[config.mk]
export PLATFORM = sky130hd
export DESIGN_NAME = wmc_dispense_arbiter
export DESIGN_NICKNAME = d
export VERILOG_FILES = /design/src/rtl/wmc_pkg.sv /design/src/rtl/wmc_rr_picker.sv /design/src/rtl/wmc_dispense_arbiter.sv
export SDC_FILE = /design/constraint.sdc
export NUM_CORES = 1
export LEC_CHECK = 0
export CAP_MARGIN = 20
export CORE_AREA = 3 3 52 54
export CTS_CLUSTER_SIZE = 10
export DETAILED_ROUTE_END_ITERATION = 12
export DIE_AREA = 0 0 55 57
export PLACE_DENSITY = 0.88
export SLEW_MARGIN = 20
export SYNTH_ARGS = -nofsm -noshare
export SYNTH_HDL_FRONTEND = slang
export SYNTH_SLANG_ARGS = --single-unit
[constraint.sdc]
create_clock -name CLOCK -period 5.8 [get_ports CLOCK]
set_clock_uncertainty 0.05 [all_clocks]
set_input_delay 1.74 -clock CLOCK [delete_from_list [all_inputs] [get_ports CLOCK]]
set_output_delay 1.74 -clock CLOCK [all_outputs]
set_load 0.1 [all_outputs]
[src/rtl/wmc_pkg.sv]
// rtl/wmc_pkg.sv - shared dispense-arbiter state/size encodings and default fill durations
package wmc_pkg;

  typedef enum logic [1:0] {
    ST_IDLE = 2'd0,
    ST_FILL = 2'd1,
    ST_DONE = 2'd2
  } state_e;

  typedef enum logic {
    SZ_REG   = 1'b0,
    SZ_LARGE = 1'b1
  } size_e;

  // Also used by the washing-machine controller so both sides agree on fill lengths.
  localparam int DEF_REG_FILL   = 8;
  localparam int DEF_LARGE_FILL = 12;

endpackage

[src/rtl/wmc_rr_picker.sv]
// rtl/wmc_rr_picker.sv - combinational one-hot picker, first requester at or above ptr with wrap
module wmc_rr_picker #(
  parameter int N  = 4,
  parameter int PW = 2
) (
  input  logic [N-1:0]  req,
  input  logic [PW-1:0] ptr,
  output logic [N-1:0]  gnt,
  output logic [PW-1:0] idx,
  output logic          any
);

  always_comb begin
    logic [PW-1:0] j;
    gnt = '0;
    idx = '0;
    any = 1'b0;
    j   = '0;
    for (int k = 0; k < N; k++) begin
      j = PW'((int'(ptr) + k) % N);
      if (!any && req[j]) begin
        any    = 1'b1;
        gnt[j] = 1'b1;
        idx    = j;
      end
    end
  end

endmodule

[src/rtl/wmc_dispense_arbiter.sv]
// rtl/wmc_dispense_arbiter.sv - shared water/soap inlet arbiter for N_MACH washing-machine controllers
// WMC_DISP_ARB_RR_EN selects round-robin; undefined gives fixed lowest-index priority.
module wmc_dispense_arbiter
  import wmc_pkg::*;
#(
  parameter int N_MACH     = 4,
  parameter int REG_FILL   = DEF_REG_FILL,
  parameter int LARGE_FILL = DEF_LARGE_FILL,
  parameter int CNT_W      = 8
) (
  input  logic              CLOCK,
  input  logic              nRESET,
  input  logic              TICK,
  input  logic [N_MACH-1:0] REQ_REG,
  input  logic [N_MACH-1:0] REQ_LARGE,
  output logic [N_MACH-1:0] GRANT,
  output logic [N_MACH-1:0] DONE,
  output logic              VALVE_REG,
  output logic              VALVE_LARGE,
  output logic              BUSY
);

  localparam int PW = $clog2(N_MACH);

  state_e            state_q, state_d;
  size_e             size_q, size_d;
  logic [PW-1:0]     idx_q, idx_d;
  logic [CNT_W-1:0]  cnt_q, cnt_d;
  logic [N_MACH-1:0] grant_q, grant_d;
  logic [N_MACH-1:0] done_q, done_d;
  logic              vreg_q, vreg_d;
  logic              vlarge_q, vlarge_d;
  logic              busy_q, busy_d;

  logic [N_MACH-1:0] req_any;
  logic [N_MACH-1:0] pick_gnt;
  logic [PW-1:0]     pick_idx;
  logic              pick_any;
  logic [PW-1:0]     ptr;

  assign req_any = REQ_REG | REQ_LARGE;

`ifdef WMC_DISP_ARB_RR_EN
  logic [PW-1:0] ptr_q, ptr_d;
  logic [PW-1:0] idx_nxt;
  assign idx_nxt = (idx_q == PW'(N_MACH - 1)) ? '0 : idx_q + PW'(1);
  assign ptr     = ptr_q;
`else
  assign ptr = '0;
`endif

  wmc_rr_picker #(.N(N_MACH), .PW(PW)) u_picker (
    .req (req_any),
    .ptr (ptr),
    .gnt (pick_gnt),
    .idx (pick_idx),
    .any (pick_any)
  );

  always_comb begin
    state_d  = state_q;
    size_d   = size_q;
    idx_d    = idx_q;
    cnt_d    = cnt_q;
    grant_d  = grant_q;
    done_d   = '0;
    vreg_d   = vreg_q;
    vlarge_d = vlarge_q;
    busy_d   = busy_q;
`ifdef WMC_DISP_ARB_RR_EN
    ptr_d    = ptr_q;
`endif
    case (state_q)
      ST_IDLE: begin
        if (pick_any) begin
          state_d  = ST_FILL;
          idx_d    = pick_idx;
          grant_d  = pick_gnt;
          busy_d   = 1'b1;
          size_d   = REQ_LARGE[pick_idx] ? SZ_LARGE : SZ_REG;
          cnt_d    = REQ_LARGE[pick_idx] ? CNT_W'(LARGE_FILL) : CNT_W'(REG_FILL);
          vreg_d   = !REQ_LARGE[pick_idx];
          vlarge_d = REQ_LARGE[pick_idx];
        end
      end
      ST_FILL: begin
        // Abort is checked first so it beats a coincident final tick.
        if (!req_any[idx_q]) begin
          state_d  = ST_IDLE;
          grant_d  = '0;
          vreg_d   = 1'b0;
          vlarge_d = 1'b0;
          busy_d   = 1'b0;
`ifdef WMC_DISP_ARB_RR_EN
          ptr_d    = idx_nxt;
`endif
        end else begin
          vreg_d   = (size_q == SZ_REG);
          vlarge_d = (size_q == SZ_LARGE);
          if (TICK) begin
            cnt_d = cnt_q - CNT_W'(1);
            if (cnt_q == CNT_W'(1)) begin
              state_d  = ST_DONE;
              vreg_d   = 1'b0;
              vlarge_d = 1'b0;
              done_d   = grant_q;
            end
          end
        end
      end
      ST_DONE: begin
        state_d = ST_IDLE;
        grant_d = '0;
        busy_d  = 1'b0;
`ifdef WMC_DISP_ARB_RR_EN
        ptr_d   = idx_nxt;
`endif
      end
      default: begin
        state_d  = ST_IDLE;
        grant_d  = '0;
        vreg_d   = 1'b0;
        vlarge_d = 1'b0;
        busy_d   = 1'b0;
      end
    endcase
  end

  always_ff @(negedge CLOCK or negedge nRESET) begin
    if (!nRESET) begin
      state_q  <= ST_IDLE;
      size_q   <= SZ_REG;
      idx_q    <= '0;
      cnt_q    <= '0;
      grant_q  <= '0;
      done_q   <= '0;
      vreg_q   <= 1'b0;
      vlarge_q <= 1'b0;
      busy_q   <= 1'b0;
`ifdef WMC_DISP_ARB_RR_EN
      ptr_q    <= '0;
`endif
    end else begin
      state_q  <= state_d;
      size_q   <= size_d;
      idx_q    <= idx_d;
      cnt_q    <= cnt_d;
      grant_q  <= grant_d;
      done_q   <= done_d;
      vreg_q   <= vreg_d;
      vlarge_q <= vlarge_d;
      busy_q   <= busy_d;
`ifdef WMC_DISP_ARB_RR_EN
      ptr_q    <= ptr_d;
`endif
    end
  end

  assign GRANT       = grant_q;
  assign DONE        = done_q;
  assign VALVE_REG   = vreg_q;
  assign VALVE_LARGE = vlarge_q;
  assign BUSY        = busy_q;

endmodule

==> results.py <==
metrics = {
    "sta": {
        "timing_worst_slew_pin_value_ns": 0.674,
        "final_report_hold_violation_count": 0,
        "post-route-worst-setup-slack_ns": -0.128,
        "worst_slew_margin_rel_pct": 55.0,
        "setup_violations": 10,
        "slew_violations": 0,
        "rsz0062_at_grt": "true",
        "whs_ns": 0.418,
    },
    "outcome": {
        "failing_checks": "negative setup slack",
        "outcome": "complete, but fails checks",
    },
    "setup_path": {
        "worst_setup_path_start_kind": "primary input",
        "critical_path.max_fanout": 4,
        "worst_path_largest_cell_delay_ns": 0.56,
        "critical-path-slowest-cell": "or4_4",
        "r2r.worst_path.cells": 4,
        "critical_path.endpoint_type": "flop",
        "crit_path_cell_trace": "buf_8, or4_4, buf_6, o211ai_1, buf_4, o311ai_2",
        "timing.critical_path.required_ns": 3.01,
        "worstSetupPathType": "in2reg",
        "worst_ep_arrival_time_ns": 3.14,
    },
    "clocking": {
        "clock_latency_ns": 0.32,
        "clock_sink_count": 24,
        "cts-root-to-sink-buffers": 2,
        "cts-hold-fix-buffers": 0,
        "clk_pin_slew_worst_paths_ns": 0.10,
        "cts.htree.levels": 1,
        "tritoncts": "yes",
        "clockRootBuffer": "clkbuf_4",
        "cts-buffers-inserted": 3,
    },
    "finish": {
        "final_layout_size_suffix_gt1_share_pct": 54.3,
        "finish.instance_area_um2": 2070,
        "total_inserted_antenna_cells": 0,
        "post-route-util_pct": 92.0,
        "fin_nets": 189,
        "syn2layout_area_growth_pct": 68.9,
    },
    "routing": {
        "route.antenna.remaining_nets": 0,
        "first_iter_violations": 60,
        "drt_pre_antenna_iters": 4,
        "via_count": 1317,
        "detail_route.wl_per_cell_um": 24.8,
        "route.final.wire_length_mm": 5.04,
        "via_per_inst": 6.49,
        "drcViolationCount": 0,
    },
    "die": {
        "fp.dieH_um": 57,
        "placementRows": 17,
        "initial_core_utilization_pct": 54.4,
        "floorplan.die_area_um2": 3140,
        "ioPinCount": 22,
        "die_width_um": 55,
        "placeableCoreArea_um2": 2250,
    },
    "placed_design": {
        "buffer_ports.inserted": 21,
        "pre_cts_ws_ns": -0.815,
        "dp_hpwl_mm": 2.85,
        "globalplace.congestion": 0.886,
        "place_area_um2": 1850,
    },
    "power": {
        "p_per_area_nw_per_um2": 459,
        "vdd_ir_drop_max_mv": 0.468,
        "leakagePower_nw": 0.910,
        "finalPower_mw": 0.952,
    },
    "min_path": {
        "holdCritPathClass": "reg2reg",
        "worst_hold_path.num_cells": 1,
    },
    "global_routing": {
        "grt_pass1_vias": 1361,
        "grt_max_degree": 25,
        "grt_pass1_wl_mm": 7.02,
        "grt_overflow_total": 0,
        "groute.usage.overall_pct": 32.2,
        "antenna_found_initial": 0,
    },
    "logic_synthesis": {
        "yosys_warnings": 0,
        "yosys.cell_types.count": 40,
        "synth.avg_cell_area_um2": 10.7,
        "mappedNetlistNets": 128,
        "ys_async_sr_fraction_pct": 100,
        "postSynthCellCount": 115,
        "synth_ff_type": "dfrtn_1",
        "synth_enable_flop_cells": 0,
        "ys_seq_elements": 24,
        "synth_area_um2": 1230,
        "synth.yosys.seq_area_share_pct": 48.9,
    },
    "job": {
        "drv.max_cap_violation_count": 0,
    },
}
==> metrics by stage <==
step                setup TNS [ns]  std cells
finish                      -0.746        203
global route                 -1.06        203
CTS                          -1.16        199
global placement            -14.18        188
detailed placement          -15.85        188
floorplan                    -1.03        115
==> layout make-up <==
type	count	area (µm²)
Sequential cell	24	601
Clock buffer	4	36.3
Multi-Input combinational cell	80	724
Timing Repair Buffer	58	643
Fill cell	82	181
Tap cell	28	35.0
Inverter	9	33.8
==> worst max-delay path, delay by kind of cell <==
family	cells	cell delay [ns]
buffers and inverters	3	0.42
AOI/OAI and AO/OA	2	0.41
and+or+nand+nor	1	0.56
==> repair_timing <==
action / 4_1_cts / 5_1_grt
pin swaps: 16 / 10
cloned: 1 / 0
buffers inserted: 6 / 4
resized for setup: 52 / 14
endpoints found under the setup margin: 24 / 21
==> metal layers <==
| metal | vias to the layer above | part of all wire (%) | routed length (µm) | track usage (%) |
|---|---|---|---|---|
| met5 | - | 0 | 0 | 0 |
| met4 | 0 | 5.1 | 255 | 11.5 |
| met3 | 24 | 7.1 | 360 | 8.09 |
| met2 | 90 | 51 | 2580 | 55.6 |
| met1 | 643 | 37 | 1840 | 37.5 |
| li1 | 560 | - | - | - |
==> cell usage after synthesis (2+ instances only) <==
| cell | number | area (µm²) |
|---|---|---|
| o31ai_1 | 2 | 15.0 |
| ha_1 | 2 | 25.0 |
| or4_1 | 5 | 37.5 |
| nor2_1 | 8 | 30.0 |
| or4_4 | 2 | 22.5 |
| nand2b_1 | 2 | 12.5 |
| and2_1 | 4 | 25.0 |
| inv_1 | 9 | 33.8 |
| dfrtn_1 | 24 | 601 |
| a21oi_1 | 5 | 25.0 |
| o211ai_1 | 3 | 22.5 |
| o2bb2ai_1 | 2 | 17.5 |
| a31oi_1 | 2 | 12.5 |
| nor3_1 | 4 | 20.0 |
| nor4_1 | 3 | 18.8 |
| mux2i_1 | 3 | 30.0 |
| nand2_1 | 7 | 26.3 |
| o21ai_0 | 3 | 15.0 |
| or2_2 | 4 | 25.0 |
==> flip-flops by register name, summed over array words and instances, names as in the netlist <==
| signal | cells |
|---|---|
| cnt_q | 8 |
| VALVE_REG | 1 |
| GRANT | 4 |
| DONE | 4 |
| state_q | 2 |
| size_q | 1 |
| idx_q | 2 |
| VALVE_LARGE | 1 |
| BUSY | 1 |
==> kinds of logic (layout without fill, tap and decap cells) <==
group	Yosys count	count (layout)	share of synthesized area, %
mux	4	4	4.28
buf+inv	11	71	3.46
compound gates	28	28	18.7
simple gates	46	46	22.6
fa+ha+maj	2	2	2.04
flops	24	24	48.9
==> placed cells by master, fill, tap and decap left out, types with 3 or more instances in the layout <==
cell type	n
a21oi_1	4
mux2i_1	3
or2_4	3
clkbuf_4	3
nand2_1	4
inv_1	9
buf_2	6
buf_6	6
and2_1	4
nor2_1	4
o211ai_1	3
or4_4	5
buf_12	13
nand2_2	3
dfrtn_1	24
buf_4	29
==> worst paths after layout <==
check | start | to | slack, ns
setup / recovery | REQ_REG[0] | VALVE_REG | -0.13
hold / removal | cnt_q[4] | cnt_q[4] | 0.42
setup reg to reg | state_q[0] | cnt_q[7] | 3.46
hold reg to reg | cnt_q[4] | cnt_q[4] | 0.42
max in group asynchronous | nRESET | cnt_q[0] | 0.91
min in group asynchronous | nRESET | BUSY | 4.51
==> report_power, final <==
part | switching [mW] | total [mW] | leakage [nW] | internal [mW]
clock | 0.0554 | 0.0939 | 0.0210 | 0.0385
combinational | 0.327 | 0.577 | 0.584 | 0.251
sequential | 0.0649 | 0.281 | 0.305 | 0.216
total | 0.447 | 0.952 | 0.910 | 0.505
No activity file was read; power rests on OpenSTA's default activity.
